<file path="config.mk">
export PLATFORM = sky130hd
export DESIGN_NAME = smc_stream
export DESIGN_NICKNAME = d
export VERILOG_FILES = /design/src/rtl/smc_stream.sv
export SDC_FILE = /design/constraint.sdc
export NUM_CORES = 1
export LEC_CHECK = 0
export BUFFER_PORTS_ARGS = -buffer_cell sky130_fd_sc_hd__buf_2
export CORE_AREA = 2 2 149 151
export CTS_BUF_LIST = sky130_fd_sc_hd__clkbuf_4 sky130_fd_sc_hd__clkbuf_8 sky130_fd_sc_hd__clkbuf_16
export CTS_CLUSTER_SIZE = 25
export DETAILED_ROUTE_END_ITERATION = 7
export DIE_AREA = 0 0 151 153
export PLACE_DENSITY_LB_ADDON = 0.2
export SLEW_MARGIN = 10
export SYNTH_ARGS = -nofsm -noshare
export SYNTH_HDL_FRONTEND = slang
export SYNTH_SLANG_ARGS = --single-unit
</file>
<file path="constraint.sdc">
create_clock -name clk -period 8.53 [get_ports clk]
set_input_delay 0.4265 -clock clk [delete_from_list [all_inputs] [get_ports clk]]
set_output_delay 0.4265 -clock clk [all_outputs]
set_load 0.02 [all_outputs]
</file>
<file path="src/rtl/smc_stream.sv">
// smc_stream - frame-based MOSFET calculator.
//   Accepts N devices (W, V_GS, V_DS), one per accepted beat. Each device is
//   turned into I_D or g_m, inserted into a descending sort array, and once the
//   frame is complete a sum (g_m) or 3/4/5-weighted sum (I_D) of the largest
//   or smallest three values is emitted with a one-cycle strobe.
// Ports:
//   clk, rst_n         clock (rising edge), synchronous active-low reset
//   in_valid           beat valid; accepted in IDLE/LOAD only
//   mode[1:0]          [0] 1=I_D 0=g_m, [1] 1=largest 3 0=smallest 3 (first beat)
//   W, V_GS, V_DS      device parameters, DW bits each
//   out_valid, out_n   result strobe and result (0 when not valid)
// Optional macro SMC_OUT_IDX_EN adds out_idx[3:0]: arrival index of s0 (top
// mode) or of the smallest device (bottom mode), lowest index on ties.
module smc_stream #(
    parameter int N  = 6,
    parameter int DW = 3
) (
    input  logic            clk,
    input  logic            rst_n,
    input  logic            in_valid,
    input  logic [1:0]      mode,
    input  logic [DW-1:0]   W,
    input  logic [DW-1:0]   V_GS,
    input  logic [DW-1:0]   V_DS,
    output logic            out_valid,
    output logic [3*DW+4:0] out_n
`ifdef SMC_OUT_IDX_EN
    ,
    output logic [3:0]      out_idx
`endif
);
    localparam int VW = 3 * DW + 1;
    localparam int OW = VW + 4;
    localparam int CW = 5;

    typedef enum logic [1:0] {S_IDLE, S_LOAD, S_DRAIN, S_OUT} state_t;

    function automatic logic [VW-1:0] dev_value(input logic is_id, input logic [DW-1:0] w,
                                                input logic [DW-1:0] vgs, input logic [DW-1:0] vds);
        logic [VW-1:0] wv, gv, dv, vov, prod;
        wv  = VW'(w);
        gv  = VW'(vgs);
        dv  = VW'(vds);
        vov = gv - VW'(1);
        if (vgs == '0)
            prod = '0;
        else if (gv > dv + VW'(1))
            prod = is_id ? wv * dv * ((vov << 1) - dv) : (wv << 1) * dv;
        else
            prod = is_id ? wv * vov * vov : (wv << 1) * vov;
        return prod / VW'(3);
    endfunction

    function automatic logic [OW-1:0] combine(input logic weighted, input logic [VW-1:0] a,
                                              input logic [VW-1:0] b, input logic [VW-1:0] c);
        logic [OW-1:0] ea, eb, ec;
        ea = OW'(a);
        eb = OW'(b);
        ec = OW'(c);
        if (weighted)
            return (ea << 1) + ea + (eb << 2) + (ec << 2) + ec;
        return ea + eb + ec;
    endfunction

    state_t          state_q, state_d;
    logic [CW-1:0]   cnt_q, cnt_d;
    logic            drn_q, drn_d;
    logic [1:0]      mode_q, mode_d;
    logic            vld_p0_q, vld_p0_d, vld_p1_q, vld_p1_d;
    logic [DW-1:0]   w_p0_q, w_p0_d, vgs_p0_q, vgs_p0_d, vds_p0_q, vds_p0_d;
    logic [VW-1:0]   val_p1_q, val_p1_d;
    logic [N-1:0]    occ_q, occ_d;
    logic [VW-1:0]   sv_q [N];
    logic [VW-1:0]   sv_d [N];
    logic            out_valid_q, out_valid_d;
    logic [OW-1:0]   out_n_q, out_n_d;
    logic            accept, first;
    logic [N-1:0]    take;
    logic [VW-1:0]   s0, s1, s2;
`ifdef SMC_OUT_IDX_EN
    logic [3:0]      idx_p0_q, idx_p0_d, idx_p1_q, idx_p1_d;
    logic [3:0]      sidx_q [N];
    logic [3:0]      sidx_d [N];
    logic [3:0]      out_idx_q, out_idx_d;
`endif

    always_comb begin
        accept  = in_valid && (state_q == S_IDLE || state_q == S_LOAD);
        first   = in_valid && (state_q == S_IDLE);
        state_d = state_q;
        cnt_d   = cnt_q;
        drn_d   = drn_q;
        mode_d  = mode_q;
        case (state_q)
            S_IDLE: if (in_valid) begin
                state_d = S_LOAD;
                cnt_d   = CW'(1);
                mode_d  = mode;
            end
            S_LOAD: if (in_valid) begin
                if (cnt_q == CW'(N - 1)) begin
                    state_d = S_DRAIN;
                    cnt_d   = '0;
                    drn_d   = 1'b0;
                end else begin
                    cnt_d = cnt_q + CW'(1);
                end
            end
            S_DRAIN: begin
                drn_d = 1'b1;
                if (drn_q) state_d = S_OUT;
            end
            default: state_d = S_IDLE;
        endcase

        // Stage p0: capture the accepted beat.
        vld_p0_d = accept;
        w_p0_d   = W;
        vgs_p0_d = V_GS;
        vds_p0_d = V_DS;
`ifdef SMC_OUT_IDX_EN
        idx_p0_d = first ? 4'd0 : cnt_q[3:0];
        idx_p1_d = idx_p0_q;
`endif

        // Stage p1: per-device value.
        vld_p1_d = vld_p0_q;
        val_p1_d = dev_value(mode_q[0], w_p0_q, vgs_p0_q, vds_p0_q);

        // Stage p2: insert into the sort array. take[i] marks slots at or
        // below the insertion point; strict '<' keeps earlier ties above.
        for (int i = 0; i < N; i++)
            take[i] = !occ_q[i] || (sv_q[i] < val_p1_q);
        sv_d  = sv_q;
        occ_d = occ_q;
`ifdef SMC_OUT_IDX_EN
        sidx_d = sidx_q;
`endif
        if (first) begin
            occ_d = '0;
        end else if (vld_p1_q) begin
            if (take[0]) begin
                sv_d[0]  = val_p1_q;
                occ_d[0] = 1'b1;
`ifdef SMC_OUT_IDX_EN
                sidx_d[0] = idx_p1_q;
`endif
            end
            for (int i = 1; i < N; i++) begin
                if (take[i]) begin
                    occ_d[i] = take[i-1] ? occ_q[i-1] : 1'b1;
                    sv_d[i]  = take[i-1] ? sv_q[i-1] : val_p1_q;
`ifdef SMC_OUT_IDX_EN
                    sidx_d[i] = take[i-1] ? sidx_q[i-1] : idx_p1_q;
`endif
                end
            end
        end

        // Stage out: select three entries and form the result.
        if (mode_q[1]) begin
            s0 = sv_q[0];
            s1 = sv_q[1];
            s2 = sv_q[2];
        end else begin
            s0 = sv_q[N-3];
            s1 = sv_q[N-2];
            s2 = sv_q[N-1];
        end
        out_valid_d = (state_q == S_OUT);
        out_n_d     = (state_q == S_OUT) ? combine(mode_q[0], s0, s1, s2) : '0;
`ifdef SMC_OUT_IDX_EN
        // Equal values sit in arrival order, so the topmost copy of the
        // minimum is the earliest arrival.
        out_idx_d = sidx_q[0];
        if (!mode_q[1]) begin
            out_idx_d = sidx_q[N-1];
            for (int i = N - 1; i >= 0; i--)
                if (sv_q[i] == sv_q[N-1]) out_idx_d = sidx_q[i];
        end
        if (state_q != S_OUT) out_idx_d = '0;
`endif
    end

    always_ff @(posedge clk) begin
        if (!rst_n) begin
            state_q     <= S_IDLE;
            cnt_q       <= '0;
            drn_q       <= 1'b0;
            mode_q      <= '0;
            vld_p0_q    <= 1'b0;
            vld_p1_q    <= 1'b0;
            occ_q       <= '0;
            out_valid_q <= 1'b0;
            out_n_q     <= '0;
            for (int i = 0; i < N; i++) sv_q[i] <= '0;
`ifdef SMC_OUT_IDX_EN
            out_idx_q   <= '0;
            for (int i = 0; i < N; i++) sidx_q[i] <= '0;
`endif
        end else begin
            state_q     <= state_d;
            cnt_q       <= cnt_d;
            drn_q       <= drn_d;
            mode_q      <= mode_d;
            vld_p0_q    <= vld_p0_d;
            vld_p1_q    <= vld_p1_d;
            occ_q       <= occ_d;
            out_valid_q <= out_valid_d;
            out_n_q     <= out_n_d;
            sv_q        <= sv_d;
`ifdef SMC_OUT_IDX_EN
            out_idx_q   <= out_idx_d;
            sidx_q      <= sidx_d;
`endif
        end
    end

    always_ff @(posedge clk) begin
        w_p0_q   <= w_p0_d;
        vgs_p0_q <= vgs_p0_d;
        vds_p0_q <= vds_p0_d;
        val_p1_q <= val_p1_d;
`ifdef SMC_OUT_IDX_EN
        idx_p0_q <= idx_p0_d;
        idx_p1_q <= idx_p1_d;
`endif
    end

    assign out_valid = out_valid_q;
    assign out_n     = out_n_q;
`ifdef SMC_OUT_IDX_EN
    assign out_idx   = out_idx_q;
`endif

endmodule

</file>
==> results of run 1 <==
[layer usage]
metal / vias up / wire (microns) / track usage
li1: 4202 / - / -
met1: 3879 / 11200 / 0.278
met2: 94 / 11300 / 0.365
met3: 17 / 505 / 0.0301
met4: 0 / 318 / 0.0401
met5: - / 0 / 0
[power by group]
part,internal (W),leakage [nW],switching [W],total (W)
Sequential,0.000557,0.857,0.0000682,0.000625
Combinational,0.000623,4.55,0.000833,0.00146
Clock,0.000210,0.147,0.000221,0.000432
Total,0.00139,5.55,0.00112,0.00251
[worst max-delay path: cells and delay by family (launching register included)]
| kind | cells | cell delay [ps] |
|---|---|---|
| adders and majority gates | 10 | 3900 |
| and+or+nand+nor | 10 | 2400 |
| AOI/OAI and AO/OA | 7 | 920 |
| DFF | 1 | 330 |
| xor gates and xnor gates | 1 | 280 |
| buffers and inverters | 3 | 210 |
[registers in the layout, indices dropped and copies added (netlist names)]
signal and cells:
val_p1_q 9, w_p0_q 3, vld_p1_q 1, cnt_q 5
out_n 14, occ_q 6, vgs_p0_q 3, vds_p0_q 3
vld_p0_q 1, out_valid 1, drn_q 1, mode_q 2
sv_q 54, state_q 2
[how the worst min path moves through the flow]
stage                     slack (ps)          end  depth (start not counted)      from
final                            170  vds_p0_q[0]                          1   V_DS[0]
after global routing             150  vgs_p0_q[1]                          1   V_GS[1]
after floorplan                  410     vld_p1_q                          1  vld_p0_q
after global placement           430     vld_p1_q                          1  vld_p0_q
after detailed placement         430     vld_p1_q                          1  vld_p0_q
after CTS                        150  vds_p0_q[0]                          1   V_DS[0]
[kinds of logic after synthesis]
family	share of synthesized area
simple gates	0.164
compound gates	0.169
fa+ha+maj	0.318
buf+inv	0.0530
flops	0.199
mux	0.0576
xor+xnor	0.0390
[layout by cell type (no fill, tap or decap), drive strengths merged, types with 4 or more instances in the layout]
master	Yosys	layout
a211oi	49	49
a21o	54	54
a21oi	104	104
a311oi	4	4
and2	24	24
and3	7	7
buf	8	57
clkbuf	39	9
dfxtp	105	105
fa	77	77
ha	146	146
inv	81	85
mux2	25	25
mux2i	26	26
nand2	62	62
nand2b	15	15
nand3	18	18
nor2	177	177
nor2b	25	25
nor3	14	14
o211ai	4	4
o21a	5	5
o21ai	33	33
o21bai	7	7
o221ai	4	4
or3	4	4
or4	4	4
xnor2	33	33
xor2	9	9
[stage by stage]
step	setup TNS, ps	hold slack, ps	util	area (sq um)	total power (W)
after floorplan	0	412	-	10600	0.00173
after global placement	0	429	0.512	11000	0.00202
after detailed placement	0	429	0.512	11000	0.00204
after CTS	0	154	0.526	11300	0.00248
after global routing	-46.2	150	0.532	11400	0.00276
final	0	165	0.532	11400	0.00251
[layout make-up]
type	count	area, sq um	share of cell area
clock buffers	9	225	0.0197
flip-flops and latches	105	2110	0.184
multi-input cells	968	8000	0.699
clock inverters	7	85.1	0.00744
inverters	82	315	0.0276
repair buffers	57	358	0.0313
well taps	280	350	0.0306
[timing repair]
item                       CTS  global route
setup endpoints to repair    0             1
setup buffers                0             6
hold buffers                 0             0
gates resized for setup      0            19
==> out/metrics.cfg, run 1 <==
[synth]
synth_common_cells = nor2_1 (176), ha_1 (146), dfxtp_1 (105)
synthTopCellsByArea = dfxtp_1 (20%), ha_1 (17%), fa_1 (15%), nor2_1 (6.2%), a21oi_1 (4.9%)
ys_seq_area_frac = 0.199
synth_top_area_frac = 0.199
yosys.cell_types.count = 71
syn_inst = 1203
synthArstFlopShare = 0
ys_ff_latch = 105
yosysWarnings = 0
synthFlopType = dfxtp_1
syn_nets = 1440
syn_avg_cell_area_sq_um = 8.79
synth_most_common_cell = nor2_1
synth_area_sq_mm = 0.0106
yosysTopAreaCell = dfxtp_1
synth-edff-count = 0

[detailed_routing]
postRouteAntennaNets = 0
wl_per_cell_microns = 15.5
drt_pass1_iterations = 5
routed_via_density = 5.43
drt-total-wl_mm = 23.3
drt_iter0_drc = 342
remaining_drc_errors = 0
vias = 8192

[cts]
ctsHtreeMaxLevel = 3
root_buffer = clkbuf_16
cts.sinks = 105
cts_buffer_depth = 2
clock_latency_ps = 370
clkTransAtPathRegs_ps = 80
cts_tree = done
numCtsBuffers = 9

[die]
std_cell_rows = 54
fp.dieArea_sq_mm = 0.0231
ioPinCount = 29
fp.dieH_microns = 153
core_area_sq_mm = 0.0215
initial_core_util = 0.492
die_w_microns = 151

[cells_and_area]
drive_gt1_frac = 0.117
stdcell_count = 1508
fin_nets = 1460
areaGrowthSynthToFinish_pct = 8.09
fillers = 2036
num_antenna_cells = 0

[place]
port_buffers = 28
gp_congestion = 0.873
placed_cells = 1486
dp_hpwl_mm = 18.8
pre_cts_ws_ps = 141

[global_routing]
gr-usage-all-layers = 0.210
grt_pass1_vias = 8128
grt_pass1_wl_mm = 39.5
grt_start_max_net_pins = 57
antenna_found_initial = 0
grt-ovfl-total = 0

[power_and_ir_drop]
p_leak_nw = 5.55
p_per_area_mw_per_mm2 = 220
vdd_drop_max_uv = 117

[run]
drv_cap = 0

[setup_path]
slowest_delay_ps = 590
start_kind = flip-flop
r2r_end = val_p1_q[0]
path_max_fanout = 12
critical_path_required_ps = 8770
crit_start = vgs_p0_q[1]
cp-end-kind = flip-flop
arrival_ps = 8430
slowest_stage = fa_2
r2r_slack_ps = 340
reg2reg_from = vgs_p0_q[1]
crit_type = reg2reg
endpoint = val_p1_q[0]
worstRegToRegCells = 31
path_common_cell = fa_1

[sta]
worst_pin_slew_ps = 1180
period_share = 0.960
slew_viol_final = 0
hold_violations = 0
finalCriticalPeriod_ps = 8190
setup_slack_ps = 344
max_freq_mhz = 122
slew_headroom = 0.212
fin_skew_ps = 13.8
setup_violations = 0

[hold_path]
hold_class = in2reg

[status]
status = complete, no violations

(Power assumes the default switching activity.)
==> inputs of run 2 (changes only) <==
==> constraint.sdc (replaced) <==
create_clock -name clk -period 10.13 [get_ports clk]
set_input_delay 0.5065 -clock clk [delete_from_list [all_inputs] [get_ports clk]]
set_output_delay 0.5065 -clock clk [all_outputs]
set_load 0.02 [all_outputs]
==> run 2 against run 1 <==
Net effect: maximum frequency decreased by 8.6%; die area unchanged; clock skew decreased by 1.6 ps; sequential cell count unchanged; final area decreased by 1.9%; final cell count decreased by 1.1%; highest routed layer unchanged.
==> out/metrics.cfg, run 2 (same netlist as run 1, synthesis figures left out) <==
[cells_and_area]
fin_util = 0.522
layout_common_cells = nor2_1 (176), ha_1 (146), dfxtp_1 (105), a21oi_1 (103), inv_1 (80)
num_antenna_cells = 0
multi_input_area_sq_mm = 0.00792
regMostFlops = sv_q
areaGrowthSynthToFinish_pct = 6.07
final_common_cell = nor2_1
fillers = 2013
fin_nets = 1443
drive_gt1_frac = 0.0908
largest_reg_flops = 54
regArea_sq_mm = 0.00210

[sta]
max_freq_mhz = 112
hold_violations = 0
setup_tns_ps = 0
worst_pin_slew_ps = 1200
fin_skew_ps = 12.2
period_share = 0.884
rsz0062_at_grt = false
slew_headroom = 0.199
finalCriticalPeriod_ps = 8960
slew_viol_final = 0
setup_violations = 0

[run]
drv_cap = 0

[setup_path]
slowest_delay_ps = 550
slowest_stage = fa_1
arrival_ps = 9200
crit_family = adder cells
critical_path_required_ps = 10380
crit_start = vgs_p0_q[0]
crit_type = reg2reg
reg2reg_from = vgs_p0_q[0]
path_buf_inv = 5
path_max_fanout = 14
path_common_cell = ha_1
cp-end-kind = flip-flop
start_kind = flip-flop

[detailed_routing]
remaining_drc_errors = 0
wl_per_cell_microns = 15.6
drt_iter0_drc = 361
drt_pass1_iterations = 5
routed_via_density = 5.42
vias = 8079
postRouteAntennaNets = 0
drt-total-wl_mm = 23.3

[global_routing]
grt_pass1_wl_mm = 39.9
grt_pass1_vias = 8124
antenna_found_initial = 0
grt_start_max_net_pins = 51
gr-usage-all-layers = 0.212
grt-ovfl-total = 0

[cts]
numCtsBuffers = 9
cts_tree = done
hold_buffers = 0
root_buffer = clkbuf_16
cts_setup_buffers = 0
cts_resized = 0
cts.sinks = 105
clock_latency_ps = 370
clkTransAtPathRegs_ps = 80
cts_buffer_depth = 2
ctsHtreeMaxLevel = 3

[power_and_ir_drop]
p_leak_nw = 5.47
p_per_area_mw_per_mm2 = 184
vdd_drop_max_uv = 88.0

[die]
initial_core_util = 0.492
fp.dieArea_sq_mm = 0.0231
core_area_sq_mm = 0.0215
std_cell_rows = 54
ioPinCount = 29
fp.dieH_microns = 153
die_w_microns = 151

[status]
status = complete, no violations

[place]
port_buffers = 28
gp_congestion = 0.878
dp_hpwl_mm = 18.6

[hold_path]
hold_class = in2reg
hp-start = W[2]

==> run 2: cell types whose count changed in the layout (fill, tap and decap cells not counted), sizes merged <==
cell / before / now
buf: 57 / 40
clkinv: 3 / 4
inv: 85 / 84
==> run 2: final timing paths <==
| kind | to | slack, ps | depth (start not counted) |
|---|---|---|---|
| setup / recovery | val_p1_q[0] | 1170 | 33 |
| setup reg to reg | val_p1_q[0] | 1170 | 33 |
| hold / removal | w_p0_q[2] | 240 | 1 |
| hold reg to reg | occ_q[5] | 480 | 2 |
==> run 2: cell type report <==
class                           instances  area share
Clock buffer                            9      0.0201
Clock inverter                          7     0.00714
Inverter                               82      0.0279
Multi-Input combinational cell        968       0.706
Sequential cell                       105       0.187
Tap cell                              280      0.0312
Timing Repair Buffer                   40      0.0205
==> run 2: per-layer routing <==
metal | share of wire | track usage | vias to the layer above
li1 | - | - | 4172
met1 | 0.49 | 0.287 | 3801
met2 | 0.47 | 0.362 | 88
met3 | 0.023 | 0.0328 | 18
met4 | 0.011 | 0.0378 | 0
met5 | 0 | 0 | -
==> run 2: worst register-to-register path: cells and delay by family, from the launching register on <==
family	cells	cell delay (ps)
AND/OR/NAND/NOR	11	2510
flip-flops	1	530
AO/OA/AOI/OAI	6	1020
adder cells (fa/ha/maj)	11	4190
buffers and inverters	5	610
==> run 2: metrics by stage <==
| stage | cells | worst slack, ps | hold WS, ps | power (W) | instance area, sq um |
|---|---|---|---|---|---|
| floorplan | 1203 | 1980 | 412 | 0.00146 | 10600 |
| global placement | 1475 | 1370 | 469 | 0.00169 | 10900 |
| detailed placement | 1475 | 1200 | 468 | 0.00171 | 10900 |
| CTS | 1491 | 1140 | 228 | 0.00208 | 11200 |
| global route | 1491 | 388 | 227 | 0.00227 | 11200 |
| finish | 1491 | 1170 | 241 | 0.00206 | 11200 |
==> run 2: where the power goes <==
group	internal (W)	switching [W]	leakage, nW
logic	0.000488	0.000686	4.47
registers	0.000469	0.0000546	0.857
clock network	0.000176	0.000185	0.146
total	0.00113	0.000926	5.47
==> inputs of run 3 (changes only) <==
--- a/config.mk
+++ b/config.mk
@@ -5,13 +5,16 @@
 export SDC_FILE = /design/constraint.sdc
 export NUM_CORES = 1
 export LEC_CHECK = 0
+export ABC_AREA = 1
 export BUFFER_PORTS_ARGS = -buffer_cell sky130_fd_sc_hd__buf_2
-export CORE_AREA = 2 2 149 151
+export CORE_AREA = 2 2 147 149
 export CTS_BUF_LIST = sky130_fd_sc_hd__clkbuf_4 sky130_fd_sc_hd__clkbuf_8 sky130_fd_sc_hd__clkbuf_16
 export CTS_CLUSTER_SIZE = 25
 export DETAILED_ROUTE_END_ITERATION = 7
-export DIE_AREA = 0 0 151 153
+export DIE_AREA = 0 0 149 151
 export PLACE_DENSITY_LB_ADDON = 0.2
+export REMOVE_ABC_BUFFERS = 1
+export SKIP_LAST_GASP = 1
 export SLEW_MARGIN = 10
 export SYNTH_ARGS = -nofsm -noshare
 export SYNTH_HDL_FRONTEND = slang
==> run 3 against run 2 <==
Net effect: synthesized area decreased by 2.6%; clock skew about the same; final cell count increased by 8.9%; largest power group unchanged.
==> out/metrics.cfg, run 3 <==
[status]
status = complete, no violations

[detailed_routing]
drt-total-wl_mm = 25.4
routed_via_density = 5.40
drt_iter0_drc = 502
postRouteAntennaNets = 0
wl_per_cell_microns = 15.6
remaining_drc_errors = 0
drt_pass1_iterations = 6
vias = 8772

[setup_path]
crit_type = reg2reg
cp-end-kind = flip-flop
path_max_fanout = 12
arrival_ps = 9330
start_kind = flip-flop
worstRegToRegCells = 52
slowest_delay_ps = 570
reg2reg_from = vgs_p0_q[0]
r2r_slack_ps = 1060
r2r_end = val_p1_q[0]
path_common_cell = nand2_1
slowest_stage = fa_1
critical_path_required_ps = 10390

[synth]
synth_most_common_cell = nand2_1
synthTopCellsByArea = dfxtp_1 (20%), ha_1 (18%), fa_1 (15%), nand2_1 (8.7%), inv_1 (6.6%)
synthArstFlopShare = 0
yosysTopAreaCell = dfxtp_1
synth_common_cells = nand2_1 (238), inv_1 (180), ha_1 (146)
ys_ff_latch = 105
yosys.cell_types.count = 47
synthFlopType = dfxtp_1
synth-edff-count = 0
yosysWarnings = 0
synth_area_sq_mm = 0.0103
syn_avg_cell_area_sq_um = 7.76
syn_inst = 1328
synth_top_area_frac = 0.204
ys_seq_area_frac = 0.204

[sta]
slew_viol_final = 0
fin_skew_ps = 12.1
hold_violations = 0
finalCriticalPeriod_ps = 9070
period_share = 0.895
rsz0062_at_grt = false
setup_tns_ps = 0
worst_pin_slew_ps = 1230
setup_slack_ps = 1060
max_freq_mhz = 110
setup_violations = 0
slew_headroom = 0.179

[power_and_ir_drop]
vdd_drop_max_uv = 91.2
p_per_area_mw_per_mm2 = 182
p_leak_nw = 5.58

[global_routing]
grt-ovfl-total = 0
grt_pass1_wl_mm = 42.8
gr-usage-all-layers = 0.238
grt_pass1_vias = 8700
antenna_found_initial = 0
grt_start_max_net_pins = 54

[cts]
root_buffer = clkbuf_16
cts.sinks = 105
hold_buffers = 0
cts_buffer_depth = 2
clkTransAtPathRegs_ps = 70
cts_setup_buffers = 0
cts_resized = 0
clock_latency_ps = 370
cts_tree = done
ctsHtreeMaxLevel = 3
numCtsBuffers = 9

[cells_and_area]
largest_reg_flops = 54
fin_util = 0.529
drive_gt1_frac = 0.0882
fin_nets = 1581
fillers = 2030
layout_common_cells = nand2_1 (238), inv_1 (180), ha_1 (146), nor2_1 (135), dfxtp_1 (105)
stdcell_count = 1624
final_area_sq_mm = 0.0110
final_common_cell = nand2_1
num_antenna_cells = 0
areaGrowthSynthToFinish_pct = 6.91
regMostFlops = sv_q

[place]
placed_cell_area_sq_mm = 0.0107
port_buffers = 28
pre_cts_ws_ps = 1130
dp_hpwl_mm = 20.1
gp_congestion = 0.892
placed_cells = 1608

[die]
fp.dieH_microns = 151
core_area_sq_mm = 0.0208
initial_core_util = 0.495
fp.dieArea_sq_mm = 0.0225
ioPinCount = 29
std_cell_rows = 53
die_w_microns = 149

[run]
drv_cap = 0

[hold_path]
worstHoldEndpoint = vds_p0_q[2]
hold_class = in2reg
holdPathStages = 1
hp-start = V_DS[2]

-- run 3: final cells by class --
cell class	instances	area (sq um)	share of cell area
well taps	275	344	0.0312
flip-flops and latches	105	2100	0.191
clock buffers	11	253	0.0229
clock inverters	5	45.0	0.00409
multi-input cells	1001	7360	0.668
repair buffers	34	185	0.0168
inverters	193	724	0.0658
-- run 3: logic make-up (layout without fill, tap and decap cells) --
| logic type | count (synthesis) | in the layout | share of synthesized area |
|---|---|---|---|
| AND/OR/NAND/NOR | 458 | 458 | 0.187 |
| AO/OA/AOI/OAI | 278 | 278 | 0.158 |
| adder cells (fa/ha/maj) | 223 | 223 | 0.327 |
| buffers and inverters | 222 | 243 | 0.0818 |
| flip-flops | 105 | 105 | 0.204 |
| multiplexers | 24 | 24 | 0.0262 |
| XOR/XNOR | 18 | 18 | 0.0153 |
-- run 3: worst max-delay path by stage --
stage	startpoint	end	slack, ps
global route	vgs_p0_q[0]	val_p1_q[0]	260
detailed placement	vgs_p0_q[0]	val_p1_q[0]	1130
global placement	vgs_p0_q[0]	val_p1_q[0]	1400
floorplan	vgs_p0_q[0]	val_p1_q[0]	1950
finish	vgs_p0_q[0]	val_p1_q[0]	1060
CTS	vgs_p0_q[0]	val_p1_q[0]	1090
-- run 3: critical path: cells and delay by family (launching register included) --
family / cells / cell delay, ps
AOI/OAI and AO/OA: 5 / 810
adders and majority gates: 11 / 4070
buffers and inverters: 6 / 560
and+or+nand+nor: 30 / 3080
DFF: 1 / 440
-- run 3: power breakdown --
group	switching (W)	leakage (nW)	total, W	internal [W]
clock	0.000174	0.145	0.000359	0.000185
sequential	0.0000644	0.857	0.000533	0.000469
combinational	0.000702	4.57	0.00111	0.000407
total	0.000941	5.58	0.00200	0.00106
-- run 3: metal layers --
| layer | track usage | routed length [microns] |
|---|---|---|
| met1 | 0.299 | 11300 |
| met3 | 0.0331 | 952 |
| met4 | 0.0986 | 935 |
| met5 | 0 | 0 |
| met2 | 0.414 | 12200 |
-- run 3: through the flow --
step | power (W) | hold slack (ps)
floorplan | 0.00136 | 390
finish | 0.00200 | 237
detailed placement | 0.00164 | 415
global placement | 0.00162 | 399
CTS | 0.00201 | 229
global route | 0.00221 | 231
